### config.mk
export PLATFORM = sky130hd
export DESIGN_NAME = uart_rx_port_flat
export DESIGN_NICKNAME = d
export VERILOG_FILES = /design/src/rtl/uart_rx_port_pkg.sv /design/src/rtl/uart_rx_port_if.sv /design/src/rtl/uart_rx_sync.sv /design/src/rtl/uart_rx_port.sv /design/src/flat_wrapper.sv
export SDC_FILE = /design/constraint.sdc
export NUM_CORES = 1
export LEC_CHECK = 0
export CAP_MARGIN = 20
export CORE_ASPECT_RATIO = 1.2
export CORE_MARGIN = 2
export CORE_UTILIZATION = 55
export DETAILED_ROUTE_END_ITERATION = 16
export GPL_ROUTABILITY_DRIVEN = 0
export HOLD_SLACK_MARGIN = 0.03
export PLACE_DENSITY = 0.83
export SKIP_LAST_GASP = 1
export SLEW_MARGIN = 20
export SYNTH_ARGS = -nofsm -noshare
export SYNTH_HDL_FRONTEND = slang
export SYNTH_SLANG_ARGS = --single-unit
### constraint.sdc
create_clock -name clk -period 2.86 [get_ports clk]
set_input_delay 0.572 -clock clk [delete_from_list [all_inputs] [get_ports clk]]
set_output_delay 0.572 -clock clk [all_outputs]
set_load 0.01 [all_outputs]
### src/rtl/uart_rx_port_pkg.sv
// Shared types and constants for the memory-mapped UART receive port.
// The PARITY state is only reachable when UART_RX_PARITY_EN is defined.
package uart_pkg;

    localparam int DATA_BITS = 8;
    localparam int STATE_W   = 3;

    localparam logic [31:0] UART_RX_ADDR = 32'h70;
    localparam logic [31:0] LEDS_ADDR    = 32'h78;

    typedef enum logic [STATE_W-1:0] {
        S_IDLE   = 3'd0,
        S_START  = 3'd1,
        S_DATA   = 3'd2,
        S_PARITY = 3'd3,
        S_STOP   = 3'd4
    } state_e;

endpackage

### src/rtl/uart_rx_port_if.sv
// CPU-facing signal bundle of the UART receive port.
// parity_err is present only when UART_RX_PARITY_EN is defined.
interface uart_rx_port_if;

    logic        rx;
    logic        uart_read_end;
    logic [31:0] rx_data;
    logic        int_sig;
    logic        rx_valid;
    logic        overrun;
    logic        frame_err;
`ifdef UART_RX_PARITY_EN
    logic        parity_err;

    modport master (
        output rx, uart_read_end,
        input  rx_data, int_sig, rx_valid, overrun, frame_err, parity_err
    );

    modport slave (
        input  rx, uart_read_end,
        output rx_data, int_sig, rx_valid, overrun, frame_err, parity_err
    );
`else
    modport master (
        output rx, uart_read_end,
        input  rx_data, int_sig, rx_valid, overrun, frame_err
    );

    modport slave (
        input  rx, uart_read_end,
        output rx_data, int_sig, rx_valid, overrun, frame_err
    );
`endif

endinterface

### src/rtl/uart_rx_sync.sv
// Multi-flop synchroniser for the asynchronous rx pin plus falling-edge detector.
// All flops reset to the idle-high line level so reset never fakes a start bit.
module uart_rx_sync #(
    parameter int SYNC_STAGES = 2
) (
    input  logic clk,
    input  logic rst,
    input  logic rx_i,
    output logic rx_s_o,
    output logic fall_o
);

    logic [SYNC_STAGES-1:0] sync_q;
    logic [SYNC_STAGES-1:0] sync_d;
    logic                   prev_q;
    logic                   prev_d;

    assign sync_d = {sync_q[SYNC_STAGES-2:0], rx_i};
    assign prev_d = sync_q[SYNC_STAGES-1];

    always_ff @(posedge clk) begin
        if (rst) begin
            sync_q <= '1;
            prev_q <= 1'b1;
        end else begin
            sync_q <= sync_d;
            prev_q <= prev_d;
        end
    end

    assign rx_s_o = sync_q[SYNC_STAGES-1];
    assign fall_o = prev_q & ~rx_s_o;

endmodule

### src/rtl/uart_rx_port.sv
// UART receiver with a one-byte holding register read by the CPU at UART_RX_ADDR.
// Frame is 8N1 by default; defining UART_RX_PARITY_EN selects 8E1 and adds parity_err.
module uart_rx_port
    import uart_pkg::*;
#(
    parameter int CLKS_PER_BIT = 434,
    parameter int SYNC_STAGES  = 2
) (
    input  logic           clk,
    input  logic           rst,
    uart_rx_port_if.slave  bus
);

    // state  | meaning
    // IDLE   | line idle, waiting for a falling edge (or for break to end)
    // START  | half a bit in, confirming the start bit
    // DATA   | sampling 8 data bits LSB first at bit centres
    // PARITY | sampling the even-parity bit (parity build only)
    // STOP   | sampling the stop bit, commit or flag frame error

    localparam int CNT_W = $clog2(CLKS_PER_BIT);
    localparam int IDX_W = $clog2(DATA_BITS);

    localparam logic [CNT_W-1:0] BIT_LAST  = CNT_W'(CLKS_PER_BIT - 1);
    localparam logic [CNT_W-1:0] HALF_LAST = CNT_W'(CLKS_PER_BIT / 2 - 1);
    localparam logic [IDX_W-1:0] IDX_LAST  = IDX_W'(DATA_BITS - 1);

    logic rx_s;
    logic rx_fall;

    uart_rx_sync #(.SYNC_STAGES(SYNC_STAGES)) u_sync (
        .clk    (clk),
        .rst    (rst),
        .rx_i   (bus.rx),
        .rx_s_o (rx_s),
        .fall_o (rx_fall)
    );

    state_e               state_q, state_d;
    logic [CNT_W-1:0]     cnt_q, cnt_d;
    logic [IDX_W-1:0]     idx_q, idx_d;
    logic [DATA_BITS-1:0] shift_q, shift_d;
    logic [DATA_BITS-1:0] hold_q, hold_d;
    logic                 valid_q, valid_d;
    logic                 int_q, int_d;
    logic                 ovr_q, ovr_d;
    logic                 ferr_q, ferr_d;
    logic                 brk_q, brk_d;
    logic                 commit;
`ifdef UART_RX_PARITY_EN
    logic                 pbad_q, pbad_d;
    logic                 perr_q, perr_d;
`endif

    always_comb begin
        state_d = state_q;
        cnt_d   = cnt_q;
        idx_d   = idx_q;
        shift_d = shift_q;
        hold_d  = hold_q;
        valid_d = valid_q;
        int_d   = 1'b0;
        ovr_d   = ovr_q;
        ferr_d  = ferr_q;
        brk_d   = brk_q;
        commit  = 1'b0;
`ifdef UART_RX_PARITY_EN
        pbad_d  = pbad_q;
        perr_d  = perr_q;
`endif

        unique case (state_q)
            S_IDLE: begin
                cnt_d = '0;
                if (brk_q) begin
                    if (rx_s) brk_d = 1'b0;
                end else if (rx_fall) begin
                    state_d = S_START;
                end
            end
            S_START: begin
                if (cnt_q == HALF_LAST) begin
                    cnt_d = '0;
                    if (rx_s) begin
                        state_d = S_IDLE;
                    end else begin
                        state_d = S_DATA;
                        idx_d   = '0;
                    end
                end else begin
                    cnt_d = cnt_q + 1'b1;
                end
            end
            S_DATA: begin
                if (cnt_q == BIT_LAST) begin
                    cnt_d          = '0;
                    shift_d[idx_q] = rx_s;
                    if (idx_q == IDX_LAST) begin
`ifdef UART_RX_PARITY_EN
                        state_d = S_PARITY;
`else
                        state_d = S_STOP;
`endif
                    end else begin
                        idx_d = idx_q + 1'b1;
                    end
                end else begin
                    cnt_d = cnt_q + 1'b1;
                end
            end
`ifdef UART_RX_PARITY_EN
            S_PARITY: begin
                if (cnt_q == BIT_LAST) begin
                    cnt_d   = '0;
                    pbad_d  = (^shift_q) ^ rx_s;
                    state_d = S_STOP;
                end else begin
                    cnt_d = cnt_q + 1'b1;
                end
            end
`endif
            S_STOP: begin
                if (cnt_q == BIT_LAST) begin
                    cnt_d   = '0;
                    state_d = S_IDLE;
                    if (!rx_s) begin
                        ferr_d = 1'b1;
                        brk_d  = 1'b1;
                    end
`ifdef UART_RX_PARITY_EN
                    if (pbad_q) perr_d = 1'b1;
                    commit = rx_s & ~pbad_q;
`else
                    commit = rx_s;
`endif
                end else begin
                    cnt_d = cnt_q + 1'b1;
                end
            end
            default: state_d = S_IDLE;
        endcase

        if (bus.uart_read_end && valid_q) valid_d = 1'b0;

        // A commit in the same cycle as a read overrides the read.
        if (commit) begin
            hold_d  = shift_q;
            valid_d = 1'b1;
            int_d   = 1'b1;
            if (valid_q && !bus.uart_read_end) ovr_d = 1'b1;
        end
    end

    always_ff @(posedge clk) begin
        if (rst) begin
            state_q <= S_IDLE;
            cnt_q   <= '0;
            idx_q   <= '0;
            shift_q <= '0;
            hold_q  <= '0;
            valid_q <= 1'b0;
            int_q   <= 1'b0;
            ovr_q   <= 1'b0;
            ferr_q  <= 1'b0;
            brk_q   <= 1'b0;
`ifdef UART_RX_PARITY_EN
            pbad_q  <= 1'b0;
            perr_q  <= 1'b0;
`endif
        end else begin
            state_q <= state_d;
            cnt_q   <= cnt_d;
            idx_q   <= idx_d;
            shift_q <= shift_d;
            hold_q  <= hold_d;
            valid_q <= valid_d;
            int_q   <= int_d;
            ovr_q   <= ovr_d;
            ferr_q  <= ferr_d;
            brk_q   <= brk_d;
`ifdef UART_RX_PARITY_EN
            pbad_q  <= pbad_d;
            perr_q  <= perr_d;
`endif
        end
    end

    assign bus.rx_data   = {{(32-DATA_BITS){1'b0}}, hold_q};
    assign bus.int_sig   = int_q;
    assign bus.rx_valid  = valid_q;
    assign bus.overrun   = ovr_q;
    assign bus.frame_err = ferr_q;
`ifdef UART_RX_PARITY_EN
    assign bus.parity_err = perr_q;
`endif

endmodule

### src/flat_wrapper.sv
// flat-port wrapper written by rule: the top's interface ports become plain ports
module uart_rx_port_flat import uart_pkg::*;
#(
    parameter int CLKS_PER_BIT = 434,
    parameter int SYNC_STAGES  = 2
)
  (clk, rst, bus_rx, bus_uart_read_end, bus_rx_data, bus_int_sig, bus_rx_valid, bus_overrun, bus_frame_err);
  uart_rx_port_if bus_i ();
  input  logic clk;
  input  logic rst;
  input wire logic [$bits(bus_i.rx)-1:0] bus_rx;
  input wire logic [$bits(bus_i.uart_read_end)-1:0] bus_uart_read_end;
  output wire logic [$bits(bus_i.rx_data)-1:0] bus_rx_data;
  output wire logic [$bits(bus_i.int_sig)-1:0] bus_int_sig;
  output wire logic [$bits(bus_i.rx_valid)-1:0] bus_rx_valid;
  output wire logic [$bits(bus_i.overrun)-1:0] bus_overrun;
  output wire logic [$bits(bus_i.frame_err)-1:0] bus_frame_err;
  assign bus_i.rx = bus_rx;
  assign bus_i.uart_read_end = bus_uart_read_end;
  assign bus_rx_data = bus_i.rx_data;
  assign bus_int_sig = bus_i.int_sig;
  assign bus_rx_valid = bus_i.rx_valid;
  assign bus_overrun = bus_i.overrun;
  assign bus_frame_err = bus_i.frame_err;
  uart_rx_port #(.CLKS_PER_BIT(CLKS_PER_BIT), .SYNC_STAGES(SYNC_STAGES)) u_core (.clk(clk), .rst(rst), .bus(bus_i));
endmodule
# Yosys cells after proc, flatten, opt, wreduce, memory -nomap -nowiden
# Cells that the tools add are included.
# totals
register_bits	39
output_inout_bits	36
wordCells	78
input_bits	4
# op_classes
add_sub_neg	2
n_lt_le_gt_ge	2
n_reduce_logical	16
muxes	29
n_eq_ne	15
bitwise	2
# op_table
op	count
$mux W3	10
$pmux W9 S3	1
$mux W9	2
$pmux W3 S4	1
$mux W1	10
$ne A2 B1 Y1 const B	5
$add A9 B1 Y9 const B	1
$eq A9 B8 Y1 const B	1
$eq A9 B9 Y1 const B	1
$bwmux W8	1
$ne A2 B2 Y1 const B	4
$eq A3 B3 Y1 const B	2
$pmux W3 S2	1
$reduce_and A3 Y1	2
$reduce_and A6 Y1	1
$reduce_bool A2 Y1	3
$reduce_and A5 Y1	1
$lt A3 B4 Y1 const B	1
$reduce_and A2 Y1	2
$add A3 B1 Y3 const B	1
$demux W1 S3	1
$eq A3 B1 Y1 const B	1
$eq A3 B2 Y1 const B	1
$ge A3 B1 Y1 const B	1
other kinds (9)	11

# Longest topological paths before layout
# logic_depth
ltp_word	5
depth_mapped	7
ltp_nobuf	6

# Modules after synthesis
# A second synthesis with hierarchy kept.
# hier_totals
cells_unflattened	233
hier_area_um2	2067.0
# by_module_without_submodules
module	instances	cells_each	area_each_um2	seq_area_each_um2
uart_rx_port	1	226	1981.9	720.7
uart_rx_sync	1	7	85.1	60.1

# Worst setup path after synthesis
# Ideal clock, no wire load.
# synth_timing
kind	reg-to-reg
start	reg u_core.cnt_q[0]
end	reg u_core.idx_q[1]
arrival_time_ns	1.706
path_stages_with_launch	8
required_time_ns	2.788
period_less_slack_ns	1.778
path_slack_ns	1.082
path_cell_list	dfxtp_1 -> inv_1 -> ha_1 -> or4b_1 -> o21a_1 -> buf_6 -> nor3_4 -> mux2i_1
# synth_between
elab_chain_len	3
# synth_rtl
element	line	rtl
start, declared	uart_rx_port.sv:40	logic [CNT_W-1:0] cnt_q, cnt_d;
start signal, assigned	uart_rx_port.sv:172	cnt_q <= cnt_d;
$eq A9 B9 Y1 / $eq A9 B8 Y1 (equally long branches)	uart_rx_port.sv:95, uart_rx_port.sv:82	
$ne A2 B1 Y1 (no line)	--	
$reduce_and A5 Y1 (no line) (*)	--	
end signal, assigned	uart_rx_port.sv:173	idx_q <= idx_d;
end, declared	uart_rx_port.sv:41	logic [IDX_W-1:0] idx_q, idx_d;
# Every way passes the cells marked *; elsewhere a longest branch is shown, timed or not.
# A chain may end at the register's enable or synchronous reset.

# Final worst setup path
# layout_timing
start	reg u_core.cnt_q[0]
end	reg u_core.idx_q[0]
# Same word-level chain as after synthesis.

==> run_results.csv <==
group,metric,value,unit
run_status,status,"complete, no violations",
placement,io_buffers,15,
cts,post_cts_resize_count,0,
worst_setup_path,worstPathRequired,3050,ps
layout,final_nets,255,
pwr,peakVddDrop,0.335,mV
cts,clk_latency,290,ps
grt,grt_pass1_wl,6.00,mm
worst_setup_path,startpoint,"u_core.cnt_q[0]",
worst_setup_path,endpoint_kind,"flop",
cts,cts_root_buf,"clkbuf_8",
pwr,p_leak,0.933,nW
pwr,combPwrFrac,8.1,%
synth,synth_area_leaders,"dfxtp_1 38%, mux2i_1 8.9%, buf_4 8.9%, nand2_1 6.3%, nor2_1 3.3%",
grt,use_met3,4.57,%
cts,clkSlewWorstSetupHoldPaths,80,ps
layout,drive_gt1_share,6.48,%
timing,rsz0062_at_grt,"false",
cts,cts-htree-levels,2,
cts,postCtsSetupBuffers,0,
pwr,intPower,743,uW
timing,fin_hold_ws,412,ps
worst_setup_path,path_class,"reg2reg",
synth,ys_seq_elements,39,
drt,avgViaCountPerCell,5.40,
timing,clock-skew-final,8.37,ps
synth,avgSynthCellArea,8.72,um^2
placement,dp_hpwl,2.51,mm
pwr,p_seq_share,55.6,%
die,core_area,3570,um^2
timing,setup_viol,0,
die,die_area,4200,um^2
grt,grt_use_met2,30.9,%
worst_setup_path,rr_startpoint,"u_core.cnt_q[0]",
job,drv_cap,0,
worst_setup_path,cp_slowest_stage_delay,480,ps
timing,worst_slew_margin_rel,63.3,%
drt,first_pass_iters,4,
synth,syn-cell-area,2030,um^2
pwr,power_density,457,nW/um^2
worst_hold_path,hold_class,"reg2reg",
drt,wl_per_cell,12.6,um
worst_setup_path,worstPathCellList,"inv_1 > ha_1 > or4b_1 > o21a_1 > o311a_1 > a21o_1",
timing,tightest_slew,546,ps
timing,finalSetupTns,0,ps
layout,area_growth,7.88,%
timing,finalCriticalPeriod,2120,ps
synth,seq_area_frac_synth,38.4,%
drt,vias,1544,
worst_hold_path,hp-start,"u_core.u_sync.sync_q[0]",
synth,yosys_warnings,0,
timing,slew_violations,0,
cts,tritoncts,"built",
pwr,p_switching,260,uW
drt,routed_wl,3.60,mm
timing,layout_worst_path_cycle_share,74.1,%
grt,grt_pass1_vias,1372,
grt,antenna_found_initial,0,
cts,numCtsBuffers,5,
grt,overflow,0,
worst_setup_path,worstPathArrival,2310,ps
grt,busiest_layer,"met2",
pwr,power_frac_clock,36.3,%
timing,fmax,0.472,GHz
die,die_x,59.5,um
die,io_pins,40,
die,die_h,70.6,um
timing,hold_violations,0,
synth,async_flop_share,0,%
synth,synth_enable_flop_cells,0,
die,row_count,24,
worst_setup_path,crit_path_max_fanout,11,
drt,drt_iter0_markers,54,
grt,grt_usage,18.6,%
worst_setup_path,cp-start-kind,"flop",
synth,synth-main-ff-cell,"dfxtp_1",
synth,ys_types,52,
layout,num_antenna_cells,0,
cts,hold_buffers,0,
grt,grt_use_met1,22.2,%
die,start_util,56.9,%
cts,cts.sinks,39,
worst_setup_path,slowest_stage,"or4b_1",
cts,ctsLongestPathBuffers,2,
synth,synth_top_area_share,38.4,%
drt,route.antenna.remaining_nets,0,
synth,synthCells,233,
grt,grt_max_degree,26,
drt,route.detailed.drc,0,
pwr,p_sw_share,25.9,%
synth,synth_top_area_cell,"dfxtp_1",
state kept, by name (all words and copies together) (netlist names):
name,count
u_core.u_sync.sync_q,2
u_core.bus.int_sig,1
u_core.u_sync.prev_q,1
u_core.hold_q,8
u_core.idx_q,3
u_core.shift_q,8
u_core.bus.frame_err,1
u_core.bus.rx_valid,1
u_core.brk_q,1
u_core.state_q,3
u_core.cnt_q,9
u_core.bus.overrun,1
per-stage QoR:
| step | utilization, % | setup slack, ps | power [mW] | instances | instance area [um^2] |
|---|---|---|---|---|---|
| detailed placement | 58.9 | 694 | 0.650 | 278 | 2100 |
| global placement | 58.9 | 710 | 0.648 | 278 | 2100 |
| CTS | 61.3 | 769 | 1.01 | 286 | 2190 |
| floorplan | - | 1080 | 0.659 | 256 | 2120 |
| finish | 61.3 | 741 | 1.00 | 286 | 2190 |
| global route | 61.3 | 675 | 1.04 | 286 | 2190 |
per-layer routing:
layer / part of all wire [%] / wire, um
met5: 0 / 0
met4: 1.7 / 60
met3: 5.8 / 208
met2: 48 / 1740
met1: 44 / 1600
cells by family (layout without fill, tap and decap cells):
kind of cell             count (synthesis)  in the layout  synth area share [%]
other                                    1             24                 0.185
adder cells (fa/ha/maj)                  6              6                  3.57
XOR/XNOR                                 3              3                  1.29
AO/OA/AOI/OAI                           34             34                  11.5
buffers and inverters                   41             32                  12.6
multiplexers                            18             18                  8.87
AND/OR/NAND/NOR                         91             91                  23.6
flip-flops                              39             39                  38.4
path summary, 6_finish.rpt:
path / endpoint / cells after the start / slack (ps)
setup / recovery: u_core.idx_q[0] / 6 / 740
hold reg to reg: u_core.u_sync.sync_q[1] / 1 / 410
setup reg to reg: u_core.idx_q[0] / 6 / 740
hold / removal: u_core.u_sync.sync_q[1] / 1 / 410
cells in the final DEF, fill, tap and decap left out, drive strengths merged, types with 3 or more instances in the layout:
| cell type | Yosys | routed |
|---|---|---|
| nand3 | 5 | 5 |
| a21oi | 7 | 7 |
| o21ai | 7 | 7 |
| clkdlybuf4s50 | 0 | 15 |
| inv | 6 | 6 |
| nor2 | 18 | 18 |
| nor3 | 6 | 6 |
| conb | 1 | 24 |
| clkbuf | 4 | 5 |
| o21a | 3 | 3 |
| mux2i | 18 | 18 |
| o211ai | 4 | 4 |
| nand4 | 3 | 3 |
| nor2b | 4 | 4 |
| ha | 5 | 5 |
| nand2 | 34 | 34 |
| and2 | 3 | 3 |
| dfxtp | 39 | 39 |
power groups by stage:
stage / logic (mW) / clock network, mW / registers, mW
after floorplan: 0.0913 / 0 / 0.567
after global placement: 0.0785 / 0 / 0.570
after detailed placement: 0.0795 / 0 / 0.570
after CTS: 0.0797 / 0.370 / 0.557
after global routing: 0.0905 / 0.395 / 0.559
final: 0.0814 / 0.364 / 0.558
layout make-up:
class,count,area (um^2)
fillers,306,1380
multi-input cells,176,1080
flip-flops and latches,39,781
repair buffers,17,165
clock buffers,5,68.8
well taps,39,48.8
inverters,7,26.3
clock inverters,3,20.0
critical path: cells and delay by family, from the launching register on:
kind,cells,cell delay (ps)
buf+inv,1,100
flops,1,350
compound gates,3,950
simple gates,1,480
fa+ha+maj,1,150
cell usage after synthesis (2+ instances only):
cell type   n
dfxtp_1    39
nand2_1    34
buf_4      24
mux2i_1    18
nor2_1     18
a21oi_1     7
inv_1       6
ha_1        5
nand3_1     5
nor3_1      5
clkbuf_1    4
nor2b_1     4
o211ai_1    4
o21ai_1     4
and2_1      3
buf_2       3
nand4_1     3
o21a_1      3
o21ai_0     3
buf_1       2
nand2b_1    2
nor3b_1     2
nor4_2      2
o221ai_1    2
or2_2       2
or4b_1      2
xnor2_1     2
Note: power is estimated with default switching activity, not from simulation.
